<file path="src/rtl/rv_pkg.sv">
// Shared RV32 core constants and types for the integer register file.
package rv_pkg;

    localparam int XLEN          = 32;
    localparam int NREGS_DEFAULT = 32;
    localparam int AW_DEFAULT    = $clog2(NREGS_DEFAULT);

    typedef logic [AW_DEFAULT-1:0] reg_addr_t;

    localparam reg_addr_t REG_ZERO = '0;

endpackage

</file>
<file path="src/rtl/reg_file_sb_if.sv">
// Decode/writeback bundle of the register file: read ports, two writeback ports, issue, flush.
// No handshakes: every port is sampled unconditionally every cycle, so there is no valid/ready pair.
interface reg_file_sb_if #(
    parameter int XLEN  = rv_pkg::XLEN,
    parameter int NREGS = rv_pkg::NREGS_DEFAULT,
    parameter int NRD   = 2
);
    localparam int AW = $clog2(NREGS);

    logic [NRD*AW-1:0]   rd_addr;
    logic [NRD*XLEN-1:0] rd_data;
    logic [NRD-1:0]      rd_busy;
    logic                wr0_en;
    logic [AW-1:0]       wr0_addr;
    logic [XLEN-1:0]     wr0_data;
    logic                wr1_en;
    logic [AW-1:0]       wr1_addr;
    logic [XLEN-1:0]     wr1_data;
    logic                iss_en;
    logic [AW-1:0]       iss_addr;
    logic                flush;
    logic [AW:0]         pend_cnt;

    modport master (
        output rd_addr, wr0_en, wr0_addr, wr0_data, wr1_en, wr1_addr, wr1_data,
               iss_en, iss_addr, flush,
        input  rd_data, rd_busy, pend_cnt
    );

    modport slave (
        input  rd_addr, wr0_en, wr0_addr, wr0_data, wr1_en, wr1_addr, wr1_data,
               iss_en, iss_addr, flush,
        output rd_data, rd_busy, pend_cnt
    );

endinterface

</file>
<file path="src/rtl/reg_scoreboard.sv">
// Per-register pending bits with flush > (writeback clear, then issue set) priority and
// an incrementally maintained popcount.
module reg_scoreboard
    import rv_pkg::*;
#(
    parameter int NREGS = NREGS_DEFAULT,
    parameter int AW    = $clog2(NREGS)
) (
    input  logic             clock,
    input  logic             reset,
    input  logic             flush,
    input  logic             iss_en,
    input  logic [AW-1:0]    iss_addr,
    input  logic [NREGS-1:0] clr_vec,
    output logic [NREGS-1:0] pending,
    output logic [AW:0]      pend_cnt
);

    logic             iss_ok;
    logic [NREGS-1:0] set_vec;
    logic             inc;
    logic [AW:0]      dec;

    assign iss_ok = iss_en && (iss_addr != '0) && (int'(iss_addr) < NREGS);

    always_comb begin
        set_vec = '0;
        inc     = 1'b0;
        if (iss_ok) begin
            set_vec[iss_addr] = 1'b1;
            inc               = !pending[iss_addr];
        end
    end

    // Only bits that were pending and are not re-issued this cycle actually drop.
    always_comb begin
        dec = '0;
        for (int i = 0; i < NREGS; i++) begin
            if (clr_vec[i] && pending[i] && !set_vec[i]) dec = dec + (AW+1)'(1);
        end
    end

    always_ff @(posedge clock or negedge reset) begin
        if (!reset) begin
            pending  <= '0;
            pend_cnt <= '0;
        end else if (flush) begin
            pending  <= '0;
            pend_cnt <= '0;
        end else begin
            pending  <= (pending & ~clr_vec) | set_vec;
            pend_cnt <= pend_cnt + (AW+1)'(inc) - dec;
        end
    end

endmodule

</file>
<file path="src/rtl/reg_file_sb.sv">
// Multi-port integer register file with write-to-read bypass and pending scoreboard.
// x0 reads as zero; writes and issues to x0 or out-of-range addresses are dropped.
module reg_file_sb
    import rv_pkg::*;
#(
    parameter int XLEN  = rv_pkg::XLEN,
    parameter int NREGS = NREGS_DEFAULT,
    parameter int NRD   = 2
) (
    input  logic         clock,
    input  logic         reset,
    reg_file_sb_if.slave bus
);

    localparam int AW = $clog2(NREGS);

    logic [XLEN-1:0]  regs [NREGS];
    logic [NREGS-1:0] pending;
    logic [NREGS-1:0] clr_vec;
    logic             wr0_ok;
    logic             wr1_ok;

    assign wr0_ok = bus.wr0_en && (bus.wr0_addr != '0) && (int'(bus.wr0_addr) < NREGS);
    assign wr1_ok = bus.wr1_en && (bus.wr1_addr != '0) && (int'(bus.wr1_addr) < NREGS);

    // wr0 is assigned last so it wins a same-address collision.
    always_ff @(posedge clock or negedge reset) begin
        if (!reset) begin
            for (int i = 0; i < NREGS; i++) regs[i] <= '0;
        end else begin
            if (wr1_ok) regs[bus.wr1_addr] <= bus.wr1_data;
            if (wr0_ok) regs[bus.wr0_addr] <= bus.wr0_data;
        end
    end

    always_comb begin
        clr_vec = '0;
        if (wr0_ok) clr_vec[bus.wr0_addr] = 1'b1;
        if (wr1_ok) clr_vec[bus.wr1_addr] = 1'b1;
    end

    reg_scoreboard #(
        .NREGS (NREGS),
        .AW    (AW)
    ) u_sb (
        .clock    (clock),
        .reset    (reset),
        .flush    (bus.flush),
        .iss_en   (bus.iss_en),
        .iss_addr (bus.iss_addr),
        .clr_vec  (clr_vec),
        .pending  (pending),
        .pend_cnt (bus.pend_cnt)
    );

    for (genvar p = 0; p < NRD; p++) begin : g_rd
        logic [AW-1:0]   addr;
        logic            in_range;
        logic [XLEN-1:0] data;
        logic            busy;

        assign addr     = bus.rd_addr[p*AW +: AW];
        assign in_range = (addr != '0) && (int'(addr) < NREGS);

        // A same-cycle writeback both forwards its data and hides the pending bit it is clearing.
        always_comb begin
            data = '0;
            busy = 1'b0;
            if (in_range) begin
                if (wr0_ok && (bus.wr0_addr == addr)) begin
                    data = bus.wr0_data;
                end else if (wr1_ok && (bus.wr1_addr == addr)) begin
                    data = bus.wr1_data;
                end else begin
                    data = regs[addr];
                    busy = pending[addr];
                end
            end
        end

        assign bus.rd_data[p*XLEN +: XLEN] = data;
        assign bus.rd_busy[p]              = busy;
    end

endmodule

</file>
<file path="src/flat_wrapper.sv">
// flat-port wrapper written by rule: the top's interface ports become plain ports
module reg_file_sb_flat import rv_pkg::*;
#(
    parameter int XLEN  = rv_pkg::XLEN,
    parameter int NREGS = NREGS_DEFAULT,
    parameter int NRD   = 2
)
  (clock, reset, bus_rd_addr, bus_wr0_en, bus_wr0_addr, bus_wr0_data, bus_wr1_en, bus_wr1_addr, bus_wr1_data, bus_iss_en, bus_iss_addr, bus_flush, bus_rd_data, bus_rd_busy, bus_pend_cnt);
  reg_file_sb_if #(.XLEN(XLEN), .NREGS(NREGS), .NRD(NRD)) bus_i ();
  input  logic clock;
  input  logic reset;
  input wire logic [$bits(bus_i.rd_addr)-1:0] bus_rd_addr;
  input wire logic [$bits(bus_i.wr0_en)-1:0] bus_wr0_en;
  input wire logic [$bits(bus_i.wr0_addr)-1:0] bus_wr0_addr;
  input wire logic [$bits(bus_i.wr0_data)-1:0] bus_wr0_data;
  input wire logic [$bits(bus_i.wr1_en)-1:0] bus_wr1_en;
  input wire logic [$bits(bus_i.wr1_addr)-1:0] bus_wr1_addr;
  input wire logic [$bits(bus_i.wr1_data)-1:0] bus_wr1_data;
  input wire logic [$bits(bus_i.iss_en)-1:0] bus_iss_en;
  input wire logic [$bits(bus_i.iss_addr)-1:0] bus_iss_addr;
  input wire logic [$bits(bus_i.flush)-1:0] bus_flush;
  output wire logic [$bits(bus_i.rd_data)-1:0] bus_rd_data;
  output wire logic [$bits(bus_i.rd_busy)-1:0] bus_rd_busy;
  output wire logic [$bits(bus_i.pend_cnt)-1:0] bus_pend_cnt;
  assign bus_i.rd_addr = bus_rd_addr;
  assign bus_i.wr0_en = bus_wr0_en;
  assign bus_i.wr0_addr = bus_wr0_addr;
  assign bus_i.wr0_data = bus_wr0_data;
  assign bus_i.wr1_en = bus_wr1_en;
  assign bus_i.wr1_addr = bus_wr1_addr;
  assign bus_i.wr1_data = bus_wr1_data;
  assign bus_i.iss_en = bus_iss_en;
  assign bus_i.iss_addr = bus_iss_addr;
  assign bus_i.flush = bus_flush;
  assign bus_rd_data = bus_i.rd_data;
  assign bus_rd_busy = bus_i.rd_busy;
  assign bus_pend_cnt = bus_i.pend_cnt;
  reg_file_sb #(.XLEN(XLEN), .NREGS(NREGS), .NRD(NRD)) u_core (.clock(clock), .reset(reset), .bus(bus_i));
endmodule
</file>
<file path="config.mk">
export PLATFORM = sky130hd
export DESIGN_NAME = reg_file_sb_flat
export DESIGN_NICKNAME = d
export VERILOG_FILES = /design/src/rtl/rv_pkg.sv /design/src/rtl/reg_file_sb_if.sv /design/src/rtl/reg_scoreboard.sv /design/src/rtl/reg_file_sb.sv /design/src/flat_wrapper.sv
export SDC_FILE = /design/constraint.sdc
export NUM_CORES = 2
export LEC_CHECK = 0
export CAP_MARGIN = 20
export CORE_MARGIN = 8
export CORE_UTILIZATION = 49
export CTS_BUF_LIST = sky130_fd_sc_hd__clkbuf_4
export CTS_CLUSTER_DIAMETER = 100
export DETAILED_ROUTE_END_ITERATION = 8
export PLACE_DENSITY = 0.65
export SYNTH_ARGS = -nofsm -noshare
export SYNTH_HDL_FRONTEND = slang
export SYNTH_SLANG_ARGS = --single-unit
</file>
<file path="constraint.sdc">
create_clock -name clock -period 24.8 [get_ports clock]
set_clock_uncertainty 0.2 [all_clocks]
set_input_delay 4.96 -clock clock [delete_from_list [all_inputs] [get_ports clock]]
set_output_delay 4.96 -clock clock [all_outputs]
set_load 0.01 [all_outputs]
</file>
==> impl_metrics.json <==
{
  "drt-total-wl_mm": 269,
  "cp-end-kind": "flop",
  "vias": 59096,
  "finalCritPeriodShare_pct": 95.2,
  "cts_tree": "built",
  "synthToLayoutAreaGrowth_pct": 9.59,
  "endpoint": "u_core.u_sb.pend_cnt[5]",
  "r2r_start": "u_core.u_sb.pending[1]",
  "violations": "DRC",
  "drt_first_iter_violations": 8097,
  "cpMaxStageDelayCell": "clkdlybuf4s50_1",
  "fin_area_um2": 78400,
  "root_buffer": "clkbuf_4",
  "synth_common_cells": "dfrtp_1, mux2i_1, nor2_1",
  "syn-instance-count": 6762,
  "grt_pass1_vias": 57272,
  "cts.path.max_buffers": 4,
  "drv_slew": 0,
  "cp.arrival_ns": 24.52,
  "synth_warnings": 0,
  "async_reset_ff_share_pct": 100,
  "grtUsageTotal_pct": 33.2,
  "intPower_mw": 3.96,
  "cts_sinks": 1062,
  "clk_pin_slew_ns": 0.06,
  "setup_viol": 0,
  "switching_share_pct": 32.0,
  "period_needed_ns": 23.60,
  "clock_latency_ns": 1.28,
  "grt_first_pass_wirelength_mm": 392,
  "ios": 167,
  "worstMarginPinSlew_ns": 1.24,
  "drv_cap": 0,
  "synthDistinctLibCells": 92,
  "via_per_inst": 6.75,
  "max_freq_mhz": 42.4,
  "die_w_um": 398,
  "avgSynthCellArea_um2": 10.6,
  "dp_hpwl_mm": 146,
  "num_rows": 140,
  "drive_gt1_share_pct": 21.8,
  "antenna_found_initial": 13,
  "r2r-end": "u_core.u_sb.pend_cnt[5]",
  "grt_max_degree": 105,
  "holdWs_ns": 0.195,
  "portBuffers": 166,
  "hold_viol_final": 0,
  "htree_levels": 5,
  "power_density_nw_per_um2": 74.2,
  "drcViolationCount": 2,
  "finalSetupTns_ns": 0,
  "worst-path-max-fanout": 5,
  "critPathMostFrequentCell": "ha_1",
  "die_h_um": 398,
  "drtPass1Iterations": 9,
  "post_drt_wl_per_cell_um": 30.7,
  "drtAntennaViolNets": 0,
  "synth_edf_count": 0,
  "rrSetupSlack_ns": 5.55,
  "final_nets": 6763,
  "status": "finished with violations",
  "critPathRequiredTime_ns": 25.72,
  "ys_seq_area_share_pct": 37.1,
  "synth_flop_cell": "dfrtp_1",
  "p_switching_mw": 1.86,
  "clkPwrFrac_pct": 28.6,
  "yosysTopAreaCellShare_pct": 37.1,
  "post-place-ws_ns": -0.427,
  "grt-ovfl-total": 0,
  "cts_buffers": 317,
  "nFillCells": 12671,
  "yosys.area.top_type": "dfrtp_1",
  "slowest_delay_ns": 0.52,
  "dieArea_um2": 158000,
  "synthMostInstantiatedCell": "dfrtp_1",
  "worst_slack_ns": 1.20,
  "yosys-top-cells-area": "dfrtp_1, mux4_2, mux2i_1, a21oi_1, nor2_1",
  "min_path_type": "flop to flop",
  "netlist_area_um2": 71500,
  "core_um2": 145000,
  "pwr-share-seq_pct": 43.0,
  "p_total_mw": 5.82,
  "relSlewSlack_pct": 17.4,
  "p_comb_share_pct": 28.4,
  "r2r_cells": 90,
  "synth_seq_cells": 1062,
  "start_kind": "input port",
  "start_util_pct": 49.2,
  "p_leak_nw": 36.3,
  "gp_congestion": 0.921,
  "vdd_drop_max_v": 0.0000375,
  "place_area_um2": 74500,
  "critPathLaunch": "bus_wr1_addr[3]",
  "path_class": "input port to flop"
}
[worst max-delay path: cells and delay by family]
kind	cells	cell delay, ns
compound gates	31	5.96
fa+ha+maj	19	5.89
simple gates	15	2.92
xor+xnor	15	2.67
buf+inv	8	1.17
mux	4	0.94
[cell usage in the layout, fill, tap and decap left out, types with 13 or more instances in the layout]
cell and n:
a211oi_1 69, clkinv_1 51, diode_2 16, nor3_1 23, xnor2_1 68, ha_1 41, nor2_1 796, nand2_1 502
o21ai_0 425, clkdlybuf4s50_1 155, mux2i_1 1019, and2_1 16, nand2_4 36, a21oi_1 696, xnor3_1 13, clkbuf_4 455
nand4_1 13, o22ai_1 18, a22oi_1 44, nand3_1 46, inv_1 31, dfrtp_1 1062, mux4_2 669, buf_4 209
nor2_4 20, xor2_1 33
[power by group through the flow]
stage / logic, mW / registers [mW] / clock network, mW
after floorplan: 1.21 / 2.41 / 0
after global placement: 1.60 / 2.48 / 0
after detailed placement: 1.64 / 2.51 / 0
after CTS: 1.64 / 2.49 / 1.68
after global routing: 1.78 / 2.55 / 1.77
final: 1.65 / 2.50 / 1.66
[routing by layer]
metal | vias to the layer above | global-route usage, % | share of wire, %
li1 | 24687 | - | -
met1 | 29281 | 44.1 | 38
met2 | 4149 | 49.4 | 44
met3 | 969 | 10.3 | 13
met4 | 10 | 16.6 | 5.6
met5 | - | 0.431 | 0.055
[stage by stage]
stage	utilization, %	cells
floorplan	-	6763
global placement	51.2	8214
detailed placement	51.2	8218
CTS	53.8	8735
global route	53.9	8748
finish	53.9	8757
[logic make-up (layout without fill, tap and decap cells)]
| kind of cell | count (synthesis) | in the layout | share of synthesized area [%] |
|---|---|---|---|
| multiplexers | 1694 | 1694 | 35.4 |
| AND/OR/NAND/NOR | 1580 | 1580 | 9.21 |
| AO/OA/AOI/OAI | 1383 | 1383 | 10.7 |
| flip-flops | 1062 | 1062 | 37.1 |
| buffers and inverters | 869 | 930 | 4.68 |
| XOR/XNOR | 130 | 130 | 2.09 |
| adder cells (fa/ha/maj) | 42 | 42 | 0.745 |
| other | 2 | 19 | 0.0105 |
[worst min-delay path by stage]
stage,from,cells past startpoint,end
after floorplan,u_core.regs[1000],1,u_core.regs[1000]
after global placement,u_core.regs[1022],0,u_core.regs[1022]
after detailed placement,u_core.regs[1012],0,u_core.regs[1012]
after CTS,u_core.regs[1012],0,u_core.regs[1012]
after global routing,u_core.regs[997],0,u_core.regs[997]
final,u_core.regs[1012],0,u_core.regs[1012]
[cell type report]
| class | count | area, um2 | area share, % |
|---|---|---|---|
| multi-input combinational | 4832 | 42200 | 53.8 |
| sequential | 1062 | 26600 | 33.9 |
| clock buffer | 455 | 3420 | 4.36 |
| timing repair buffer | 379 | 3380 | 4.31 |
| tap | 1917 | 2400 | 3.06 |
| clock inverter | 62 | 290 | 0.370 |
| inverter | 34 | 130 | 0.166 |
| antenna | 16 | 40.0 | 0.0511 |
[flip-flops by register name (all words and copies together) (netlist names)]
name                  flops
u_core.regs            1024
u_core.u_sb.pend_cnt      6
u_core.u_sb.pending      32
[what timing repair did]
action	4_1_cts	5_1_grt
setup endpoints to repair	0	5
hold buffers	0	0
gates resized for setup	0	18
setup buffers	0	4
Note: power is estimated with default switching activity, not from simulation.
